### config.mk
export PLATFORM = sky130hd
export DESIGN_NAME = hazard_ctrl
export DESIGN_NICKNAME = d
export VERILOG_FILES = /design/src/rtl/hazard_ctrl.sv
export SDC_FILE = /design/constraint.sdc
export NUM_CORES = 1
export LEC_CHECK = 0
export CAP_MARGIN = 20
export CORE_ASPECT_RATIO = 1.2
export CORE_UTILIZATION = 34
export DETAILED_ROUTE_END_ITERATION = 7
export GPL_TIMING_DRIVEN = 0
export PLACE_DENSITY = 0.79
export SLEW_MARGIN = 40
export SYNTH_ARGS = -nofsm -noshare
export SYNTH_HDL_FRONTEND = slang
export SYNTH_SLANG_ARGS = --single-unit
### constraint.sdc
create_clock -name clk -period 3.91 [get_ports clk]
set_input_delay 1.173 -clock clk [delete_from_list [all_inputs] [get_ports clk]]
set_output_delay 1.173 -clock clk [all_outputs]
set_load 0.03 [all_outputs]
### src/rtl/hazard_ctrl.sv
// Pipeline hazard controller: memory-wait FSM, redirect flush, RAW/load-use stall.
// Define HAZARD_CTRL_FORWARDING_EN to enable EX operand forwarding.
module hazard_ctrl #(
  parameter int MEM_TIMEOUT = 16
) (
  input  logic       clk,
  input  logic       rst_n,
  input  logic [4:0] rs1_id,
  input  logic [4:0] rs2_id,
  input  logic       use_rs1_id,
  input  logic       use_rs2_id,
  input  logic [4:0] rs1_ex,
  input  logic [4:0] rs2_ex,
  input  logic [4:0] rd_ex,
  input  logic [4:0] rd_mem,
  input  logic [4:0] rd_wb,
  input  logic       reg_write_ex,
  input  logic       reg_write_mem,
  input  logic       reg_write_wb,
  input  logic       load_ex,
  input  logic       load_mem,
  input  logic       store_mem,
  input  logic [1:0] next_pc_selector_mem,
  input  logic       dmem_ready,
  output logic       stall_if,
  output logic       stall_id,
  output logic       stall_ex,
  output logic       stall_mem,
  output logic       bubble_ex,
  output logic       flush_id,
  output logic       flush_ex,
  output logic       flush_mem,
  output logic       pc_redirect,
  output logic [1:0] forward_a,
  output logic [1:0] forward_b,
  output logic       halted
);

  typedef enum logic [1:0] {RUN, MEM_WAIT, HALT} state_t;

  localparam logic [7:0] LAST = 8'(MEM_TIMEOUT - 1);

  state_t     state_q, state_d;
  logic [7:0] cnt_q, cnt_d;

  logic mem_busy;
  logic ex_dep;
  logic mem_dep;
  logic lu_hit;
  logic raw_hit;
  logic [1:0] fwd_a;
  logic [1:0] fwd_b;

  assign mem_busy = (load_mem | store_mem) & ~dmem_ready;

  assign ex_dep = reg_write_ex & (rd_ex != 5'd0) &
                  ((use_rs1_id & (rs1_id == rd_ex)) |
                   (use_rs2_id & (rs2_id == rd_ex)));

  assign mem_dep = reg_write_mem & (rd_mem != 5'd0) &
                   ((use_rs1_id & (rs1_id == rd_mem)) |
                    (use_rs2_id & (rs2_id == rd_mem)));

  assign lu_hit = load_ex & ex_dep;

`ifdef HAZARD_CTRL_FORWARDING_EN
  logic unused_dep;
  assign unused_dep = mem_dep;
  assign raw_hit = lu_hit;

  always_comb begin
    fwd_a = 2'b00;
    fwd_b = 2'b00;
    if (reg_write_mem && rd_mem != 5'd0 && rd_mem == rs1_ex)
      fwd_a = 2'b10;
    else if (reg_write_wb && rd_wb != 5'd0 && rd_wb == rs1_ex)
      fwd_a = 2'b01;
    if (reg_write_mem && rd_mem != 5'd0 && rd_mem == rs2_ex)
      fwd_b = 2'b10;
    else if (reg_write_wb && rd_wb != 5'd0 && rd_wb == rs2_ex)
      fwd_b = 2'b01;
  end
`else
  logic unused_fwd;
  assign unused_fwd = ^{rs1_ex, rs2_ex, rd_wb, reg_write_wb};
  assign raw_hit = lu_hit | ex_dep | mem_dep;
  assign fwd_a   = 2'b00;
  assign fwd_b   = 2'b00;
`endif

  always_ff @(posedge clk) begin
    if (!rst_n) begin
      state_q <= RUN;
      cnt_q   <= 8'd0;
    end else begin
      state_q <= state_d;
      cnt_q   <= cnt_d;
    end
  end

  always_comb begin
    logic hold;
    logic resolve;
    state_d     = state_q;
    cnt_d       = cnt_q;
    hold        = 1'b0;
    resolve     = 1'b0;
    stall_if    = 1'b0;
    stall_id    = 1'b0;
    stall_ex    = 1'b0;
    stall_mem   = 1'b0;
    bubble_ex   = 1'b0;
    flush_id    = 1'b0;
    flush_ex    = 1'b0;
    flush_mem   = 1'b0;
    pc_redirect = 1'b0;
    forward_a   = fwd_a;
    forward_b   = fwd_b;
    halted      = 1'b0;

    unique case (state_q)
      RUN: begin
        cnt_d = 8'd0;
        if (mem_busy) begin
          hold    = 1'b1;
          state_d = MEM_WAIT;
          cnt_d   = 8'd1;
        end else begin
          resolve = 1'b1;
        end
      end
      MEM_WAIT: begin
        if (dmem_ready) begin
          state_d = RUN;
          cnt_d   = 8'd0;
          resolve = 1'b1;
        end else begin
          hold = 1'b1;
          if (cnt_q >= LAST) state_d = HALT;
          else cnt_d = cnt_q + 8'd1;
        end
      end
      HALT: begin
        hold   = 1'b1;
        halted = 1'b1;
      end
      default: begin
        state_d = RUN;
        cnt_d   = 8'd0;
      end
    endcase

    if (hold) begin
      stall_if  = 1'b1;
      stall_id  = 1'b1;
      stall_ex  = 1'b1;
      stall_mem = 1'b1;
    end

    // Access just completed: lower-priority events act this cycle
    if (resolve) begin
      if (next_pc_selector_mem != 2'b00) begin
        pc_redirect = 1'b1;
        flush_id    = 1'b1;
        flush_ex    = 1'b1;
        flush_mem   = 1'b1;
      end else if (raw_hit) begin
        stall_if  = 1'b1;
        stall_id  = 1'b1;
        bubble_ex = 1'b1;
      end
    end

    if (!rst_n) begin
      stall_if    = 1'b0;
      stall_id    = 1'b0;
      stall_ex    = 1'b0;
      stall_mem   = 1'b0;
      bubble_ex   = 1'b0;
      flush_id    = 1'b0;
      flush_ex    = 1'b0;
      flush_mem   = 1'b0;
      pc_redirect = 1'b0;
      forward_a   = 2'b00;
      forward_b   = 2'b00;
      halted      = 1'b0;
    end
  end

endmodule

After elaboration in Yosys (flattened, before gate mapping). Cells that the tools add are included.

Register bits: 10. Bits of input ports: 48. Output and inout port bits: 14. Word-level logic and storage cells: 65.

$add $sub $neg: 1. Order comparisons: 1. Eq/ne operators: 9. Muxes and demuxes: 29. Bitwise logic cells: 17. Reduce and logical (&&, ||, !) cells: 6.

Operators by type and width (number): 8-bit one-hot mux with 3 select lines (1); 5-bit == test (4); 1-bit 2-to-1 mux (20); 8-bit 2-to-1 mux (2); 1-bit AND (10); 5-bit nonzero test (2); 8-bit by 1-bit adder with 8-bit output (second input constant) (1); 8-bit by 4-bit greater-or-equal comparator with 1-bit output (second input constant) (1); 2-bit 2-to-1 mux (3); 3-bit != test (second input constant) (2); 2-bit one-hot mux with 3 select lines (1); 1-bit bitwise OR (5); 1-bit one-hot mux with 3 select lines (1); 3-bit AND reduction (1); 2-bit by 1-bit == test with 1-bit output (second input constant) (1); 2-bit == test (second input constant) (1); 2-bit logical NOT (1); 2-bit != test (second input constant) (1); 1-bit NOT (2); 1-bit one-hot mux with 2 select lines (1); 2-bit AND reduction (1); 2-bit nonzero test (1).

Logic depth before layout (Yosys ltp). Gate-level depths: netlist (run 1).

Depth after elaboration: 11. Gate-level depth with buffers: 6. Depth with buffers taken out: 6.

Least setup slack after synthesis (run 1). No wires, ideal clock.

Kind: input -> output. Start point: input store_mem. End point: output flush_id. Data arrival time: 2.945 ns. Required time: 2.737 ns. Setup slack: -0.208 ns. Stages on the path: 4. Path buffers: 1. Cell sequence: nor3_1 > nor2_1 > nor4_1 > buf_4.

Word-level cells in the longest chain between the ends: 6.

RTL lines: start, declared (RTL line 22) `input logic store_mem,`; 1-bit bitwise OR (RTL line 54) `assign mem_busy = (load_mem | store_mem) & ~dmem_ready;`; 1-bit AND (RTL line 54); 1-bit 2-to-1 mux (RTL line 124) `if (mem_busy) begin`; 1-bit one-hot mux with 2 select lines (RTL line 121) `unique case (state_q)`; 1-bit 2-to-1 mux (2 in a row); end, declared (RTL line 30) `output logic flush_id,`.

No other way between the ends.

Worst setup path in the final report (run 1).
Start point: input next_pc_selector_mem[1]. End point: output stall_if.

Word-level cells in the longest chain between the ends: 4.

RTL lines: start, declared (RTL line 23) `input logic [1:0] next_pc_selector_mem,`; 2-bit nonzero test (RTL line 162) `if (next_pc_selector_mem != 2'b00) begin`; 1-bit 2-to-1 mux (RTL line 162); 1-bit 2-to-1 mux (RTL line 161) `if (resolve) begin`; 1-bit 2-to-1 mux (RTL line 174) `if (!rst_n) begin`; end, declared (RTL line 25) `output logic stall_if,`.

No other way between the ends.

==> reports/results.ini, run 1 <==
[status]
status = completed

[power]
ir_drop_uv = 238.0
seqPwrFrac = 0.337
comb_power_share = 0.363
swShare = 0.2995
p_sw_uw = 93.90
total_leakage_power_uw = 0.0006733
power.internal_uw = 219.7
pwr_density_cell_nw_per_um2 = 216.0
p_clk_frac = 0.300
power_uw = 313.6

[timing]
skew_ns = 0.001474
max_clock_freq_ghz = 0.2578
whs_ns = 0.4801
fin_ws_ns = 0.03110
period_share = 0.9920
setup_tns_ns = 0
slew_viol_final = 0
slew_headroom = 0.5992
hold_viol = 0
setup_viol = 0
fin_crit_ns = 3.879
worst_pin_slew_ns = 0.5949

[logic_synthesis]
synth_enable_flop_cells = 0
ys_seq_area_frac = 0.2326
ys_warn_count = 0
synthTopCellsByArea = dfxtp_1 23%, xnor2_1 22%, buf_4 7.8%, nor2_1 5.7%, nand2_1 4.4%
yosys.area.top_type = dfxtp_1
synth.distinct_cells = 31
synth-async-reset-ratio = 0
synth_top_area_frac = 0.2326
synthCells = 109
synth.cell_area_um2 = 860.8
synthFlopType = dfxtp_1
synth-seq-cells = 10
syn_area_per_cell_um2 = 7.897

[die]
start_util = 0.3658
chipWidth_um = 47.94
die_area_um2 = 2738
fp-row-count = 19
die_h_um = 57.12
io_pins = 62
core_area_um2 = 2354

[setup_path]
critical_path.top_delay_family = buffers and inverters
path_buf_inv = 3
slowest_stage = or4b_4
path_cells = clkdlybuf4s50_1, nor2_4, or4b_4, o21bai_4, buf_4, buf_6
start_kind = input pin
max_stage_delay_ns = 0.50
critical_path_class = in -> out
crit_required_ns = 2.74
cp_max_fo = 2
crit_path_end_kind = output pin
worstPathArrival_ns = 2.71

[global_route]
grt_max_degree = 9
antenna_found_initial = 0
grt_pass1_vias = 891
grt-ovfl-total = 0
grt_pass1_wl_um = 3339
track_usage = 0.1645

[detailed_routing]
drt-pass1-iter-count = 4
drc = 0
antenna_left = 0
routed_wl_um = 2456
drt-vias-per-instance = 5.059
drt_iter0_drc = 24
vias = 951
wl_per_cell_um = 13.06

[hold_path]
min_path_type = reg -> reg

[final_layout]
finalNetCount = 207
drive_gt1_frac = 0.2484
diodes = 0
area_delta_synth_final_pct = 68.60
design_area_um2 = 1451

[placed_design]
gp_congestion = 0.8169
pre_cts_ws_ns = -0.7742
dpl.hpwl_um = 1925
portBuffers = 40
placed_area_um2 = 1321

[flow_run]
drv_cap = 0

[clock_network]
clk_pin_slew_ns = 0.07
ctsLongestPathBuffers = 2
root_buffer = clkbuf_4
cts_tree = built
h-tree-depth = 1
clkSinkCount = 10
numCtsBuffers = 3
clkLatencyLatePin_ns = 0.27

-- registers in the layout, indices dropped and copies added, names as in the netlist --
register	count
cnt_q	8
state_q	2
-- timing repair --
item / 4_1_cts / 5_1_grt
resized for setup: 36 / 32
setup endpoints to repair: 9 / 7
setup buffers: 0 / 1
hold buffers: 0 / 0
pin swaps: 2 / 12
-- layout by cell type, fill, tap and decap left out, types with 2 or more instances in the layout --
cell type,Yosys,routed
xnor2_1,22,21
and2_2,2,2
nand2_1,10,10
clkbuf_4,0,3
clkdlybuf4s15_1,0,3
nor4_4,1,2
dlymetal6s2s_1,0,17
clkdlybuf4s50_1,0,10
clkbuf_2,0,3
buf_6,0,2
nor2_1,13,11
conb_1,1,4
nand3_1,2,2
dfxtp_1,10,10
buf_4,9,10
dlygate4sd2_1,0,4
o22ai_2,0,2
a21oi_1,3,3
a31oi_1,3,3
nor3_1,5,4
nand4_1,5,5
inv_1,3,2
-- cell families (layout without fill, tap and decap cells) --
logic type,count (synthesis),after routing,share of synthesized area
compound gates,13,13,0.1046
xor+xnor,22,22,0.2238
fa+ha+maj,1,1,0.01453
buf+inv,12,57,0.09156
flops,10,10,0.2326
other cells,1,4,0.004356
simple gates,50,50,0.3285
-- synthesized netlist by cell type, types with 2 or more instances --
cell     instances
a21oi_1          3
a31oi_1          3
and2_2           2
buf_4            9
dfxtp_1         10
inv_1            3
nand2_1         10
nand3_1          2
nand4_1          5
nor2_1          13
nor3_1           5
nor4_1           2
o22ai_1          2
or4_1            2
xnor2_1         22
-- metrics by stage --
stage / util / instances
2_1_floorplan: - / 112
3_3_place_gp: 0.5614 / 183
3_5_place_dp: 0.5614 / 183
4_1_cts: 0.5853 / 187
5_1_grt: 0.6167 / 188
6_report: 0.6167 / 188
-- power groups by stage --
stage	Combinational [µW]	Clock, µW	Sequential [µW]
floorplan	56.6	0	107
global placement	108	0	108
detailed placement	111	0	108
CTS	111	95.9	106
global route	121	99.9	106
finish	114	93.9	106
-- worst paths after layout --
check                                        startpoint               endpoint  slack, ns  cells past startpoint
worst max register to register    cnt_q[0]$_SDFFE_PN0P_  cnt_q[0]$_SDFFE_PN0P_       2.05                      6
worst min-delay path              cnt_q[7]$_SDFFE_PN0P_  cnt_q[7]$_SDFFE_PN0P_       0.48                      2
worst max-delay path            next_pc_selector_mem[1]               stall_if       0.03                      6
worst min register to register    cnt_q[7]$_SDFFE_PN0P_  cnt_q[7]$_SDFFE_PN0P_       0.48                      2
-- metal layers --
layer  part of all wire  global-route usage  vias to the layer above
met1               0.36              0.1529                      436
met3              0.077             0.02215                        5
met2               0.55              0.3263                       43
met5                  0                   0                        -
li1                   -                   -                      467
met4              0.011             0.06349                        0
-- tightest hold or removal path, cell delays in order, from the launching register on --
cell and delay [ns]:
dfxtp_1 0.33, inv_1 0.06, a21oi_1 0.05
-- cell type report --
cell class	count	area (µm²)
Multi-Input combinational cell	90	669.4
Clock buffer	4	36.28
Buffer	9	67.56
Timing Repair Buffer	41	427.9
Sequential cell	10	200.2
Inverter	3	11.26
Fill cell	210	902.1
Tap cell	31	38.79
Power figures use the tool's default switching activity.
==> run 2: changes to the inputs <==
CORE_MARGIN = 3   (was default)
CTS_CLUSTER_SIZE = 24   (was default)
==> run 2 against run 1 <==
Effect of this change: global-route usage shrank 1.7 points; clock skew about the same; cell area is 2.7% lower; critical path depth rose by 2; non-clock buffer count up 1; core utilization down 1.6 points; sequential cell count did not move; sequential power hardly changed; power shrank 0.46%; maximum frequency grew 0.61%; combinational power about the same.
==> reports/results.ini, run 2 (synthesis results as in run 1) <==
[final_layout]
final_common_cell = xnor2_1
top_register = cnt_q
multi_input_area_um2 = 633.1  ; -5.4%
finalNetCount = 208  ; +0.48%
drive_gt1_frac = 0.2405  ; -0.007901
area_delta_synth_final_pct = 64.10
finish.utilization = 0.6002  ; -0.01648
final_cell_mix = 22 x xnor2_1, 18 x clkdlybuf4s50_1, 12 x nor2_1
largestRegisters = cnt_q: 8 flops, state_q: 2 flops
largest_reg_flops = 8  ; unchanged
diodes = 0  ; unchanged
n_fill_cell = 209  ; -0.48%
final-seq-area_um2 = 200.2  ; unchanged

[setup_path]
critical_path.top_delay_family = buffers and inverters
crit_start = rs2_id[2]
path_buf_inv = 3  ; unchanged
critical_path_class = in -> out
crit_required_ns = 2.74  ; about the same
start_kind = input pin
path_cells = clkdlybuf4s50_1, xnor2_1, nand4_1, o22ai_1, a32oi_2, o21bai_4, buf_4, buf_6
worstPathArrival_ns = 2.68  ; -0.03 ns
r2r_start = cnt_q[0]$_SDFFE_PN0P_
crit_path_end_kind = output pin
slowest_stage = clkdlybuf4s50_1
cp_max_fo = 2  ; unchanged
max_stage_delay_ns = 0.54  ; +0.04 ns

[clock_network]
ctsLongestPathBuffers = 2  ; unchanged
hold_buffers = 0  ; unchanged
cts_tree = built
root_buffer = clkbuf_4
h-tree-depth = 1  ; unchanged
clkLatencyLatePin_ns = 0.27  ; about the same
numCtsBuffers = 3  ; unchanged
clkSinkCount = 10  ; unchanged
clk_pin_slew_ns = 0.06  ; about the same

[timing]
slew_headroom = 0.6257  ; +0.02646
hold_viol = 0  ; unchanged
setup_viol = 0  ; unchanged
worst_pin_slew_ns = 0.5556  ; -0.03928 ns
max_clock_freq_ghz = 0.2594  ; +0.61%
skew_ns = 0.001033  ; -0.0004409 ns
period_share = 0.9861  ; -0.005980
fin_crit_ns = 3.856  ; -0.02338 ns
slew_viol_final = 0  ; unchanged

[power]
power_uw = 312.1  ; -0.46%
pwr_density_cell_nw_per_um2 = 220.9  ; +2.3%
ir_drop_uv = 266.0  ; +12%
total_leakage_power_uw = 0.0005908  ; -12%

[detailed_routing]
routed_wl_um = 2451  ; -0.20%
vias = 946  ; -0.53%
drc = 0  ; unchanged
drt-pass1-iter-count = 4  ; unchanged
dr_wl_met3_um = 210  ; +12%
wl_met2_um = 1264  ; -6.0%
drt_iter0_drc = 10  ; -58%
routed.top_layer = met4
wl_per_cell_um = 12.97  ; -0.73%
drt-vias-per-instance = 5.005  ; -1.1%
antenna_left = 0  ; unchanged
m1WireLength_um = 932  ; +4.1%

[global_route]
antenna_found_initial = 0  ; unchanged
grt_max_degree = 9  ; unchanged
grt_pass1_vias = 876  ; -1.7%
grt_pass1_wl_um = 3650  ; +9.3%
track_usage = 0.1479  ; -0.01661
grt-ovfl-total = 0  ; unchanged

[placed_design]
portBuffers = 40  ; unchanged
dpl.hpwl_um = 1944  ; +0.99%
gp_congestion = 0.8737  ; +7.0%

[die]
core_area_um2 = 2354  ; unchanged
fp-row-count = 19  ; unchanged
die_area_um2 = 3174  ; +16%
io_pins = 62  ; unchanged
die_h_um = 61.12  ; +7.0%
start_util = 0.3658  ; unchanged
chipWidth_um = 51.94  ; +8.3%

[status]
status = completed

[hold_path]
min_path_type = reg -> reg
min_from = cnt_q[7]$_SDFFE_PN0P_

[flow_run]
drv_cap = 0  ; unchanged

## run 2: changes by cell type in the layout (fill, tap and decap cells not counted), sizes merged
cell / previous run / this run
clkdlybuf4s50: 10 / 18
clkdlybuf4s15: 3 / 5
dlymetal6s2s: 17 / 9
dlygate4sd2: 4 / 3
clkbuf: 7 / 6
buf: 13 / 14
## run 2: cell type report
| class | instances | share of cell area |
|---|---|---|
| multi-input cells | 90 | 0.4482 |
| plain buffers | 9 | 0.04783 |
| clock buffers | 4 | 0.02569 |
| inverters | 3 | 0.007972 |
| repair buffers | 42 | 0.3012 |
| well taps | 31 | 0.02746 |
| flip-flops and latches | 10 | 0.1417 |
## run 2: timing repair
item,in CTS,in global routing
setup endpoints to repair,9,8
pin swaps,2,7
gates resized for setup,39,18
setup buffers,0,2
hold endpoints to repair,0,0
## run 2: layer usage
metal	vias up	global-route usage
li1	468	-
met1	439	0.1640
met2	34	0.2783
met3	5	0.03390
met4	0	0.04494
met5	-	0
## run 2: report_power, final
group          total (µW)  internal (µW)  switching (µW)
Combinational         111           60.3            51.1
Sequential            106            103            2.32
Clock                95.0           56.7            38.3
## run 2: path summary, 6_finish.rpt
| path | endpoint | slack (ns) | cells after the start |
|---|---|---|---|
| setup / recovery | stall_id | 0.05 | 8 |
| setup reg to reg | cnt_q[7]$_SDFFE_PN0P_ | 2.06 | 6 |
| hold / removal | cnt_q[7]$_SDFFE_PN0P_ | 0.48 | 2 |
| hold reg to reg | cnt_q[7]$_SDFFE_PN0P_ | 0.48 | 2 |
## run 2: tightest hold or removal path: cells and delay by family, from the launching register on
| family | cells | cell delay [ns] |
|---|---|---|
| flip-flops | 1 | 0.33 |
| buffers and inverters | 1 | 0.06 |
| AO/OA/AOI/OAI | 1 | 0.05 |
## run 2: per-stage QoR
step	TNS, ns	area (µm²)	setup slack, ns	hold WS, ns	std cells
finish	0	1413	0.05448	0.4798	189
detailed placement	-3.825	1321	-0.8011	0.4771	183
global placement	-3.586	1321	-0.7424	0.4686	183
CTS	-0.07954	1374	-0.07954	0.4878	187
floorplan	0	882.1	0.07507	0.4579	112
global route	-0.001000	1413	-0.001000	0.5081	189
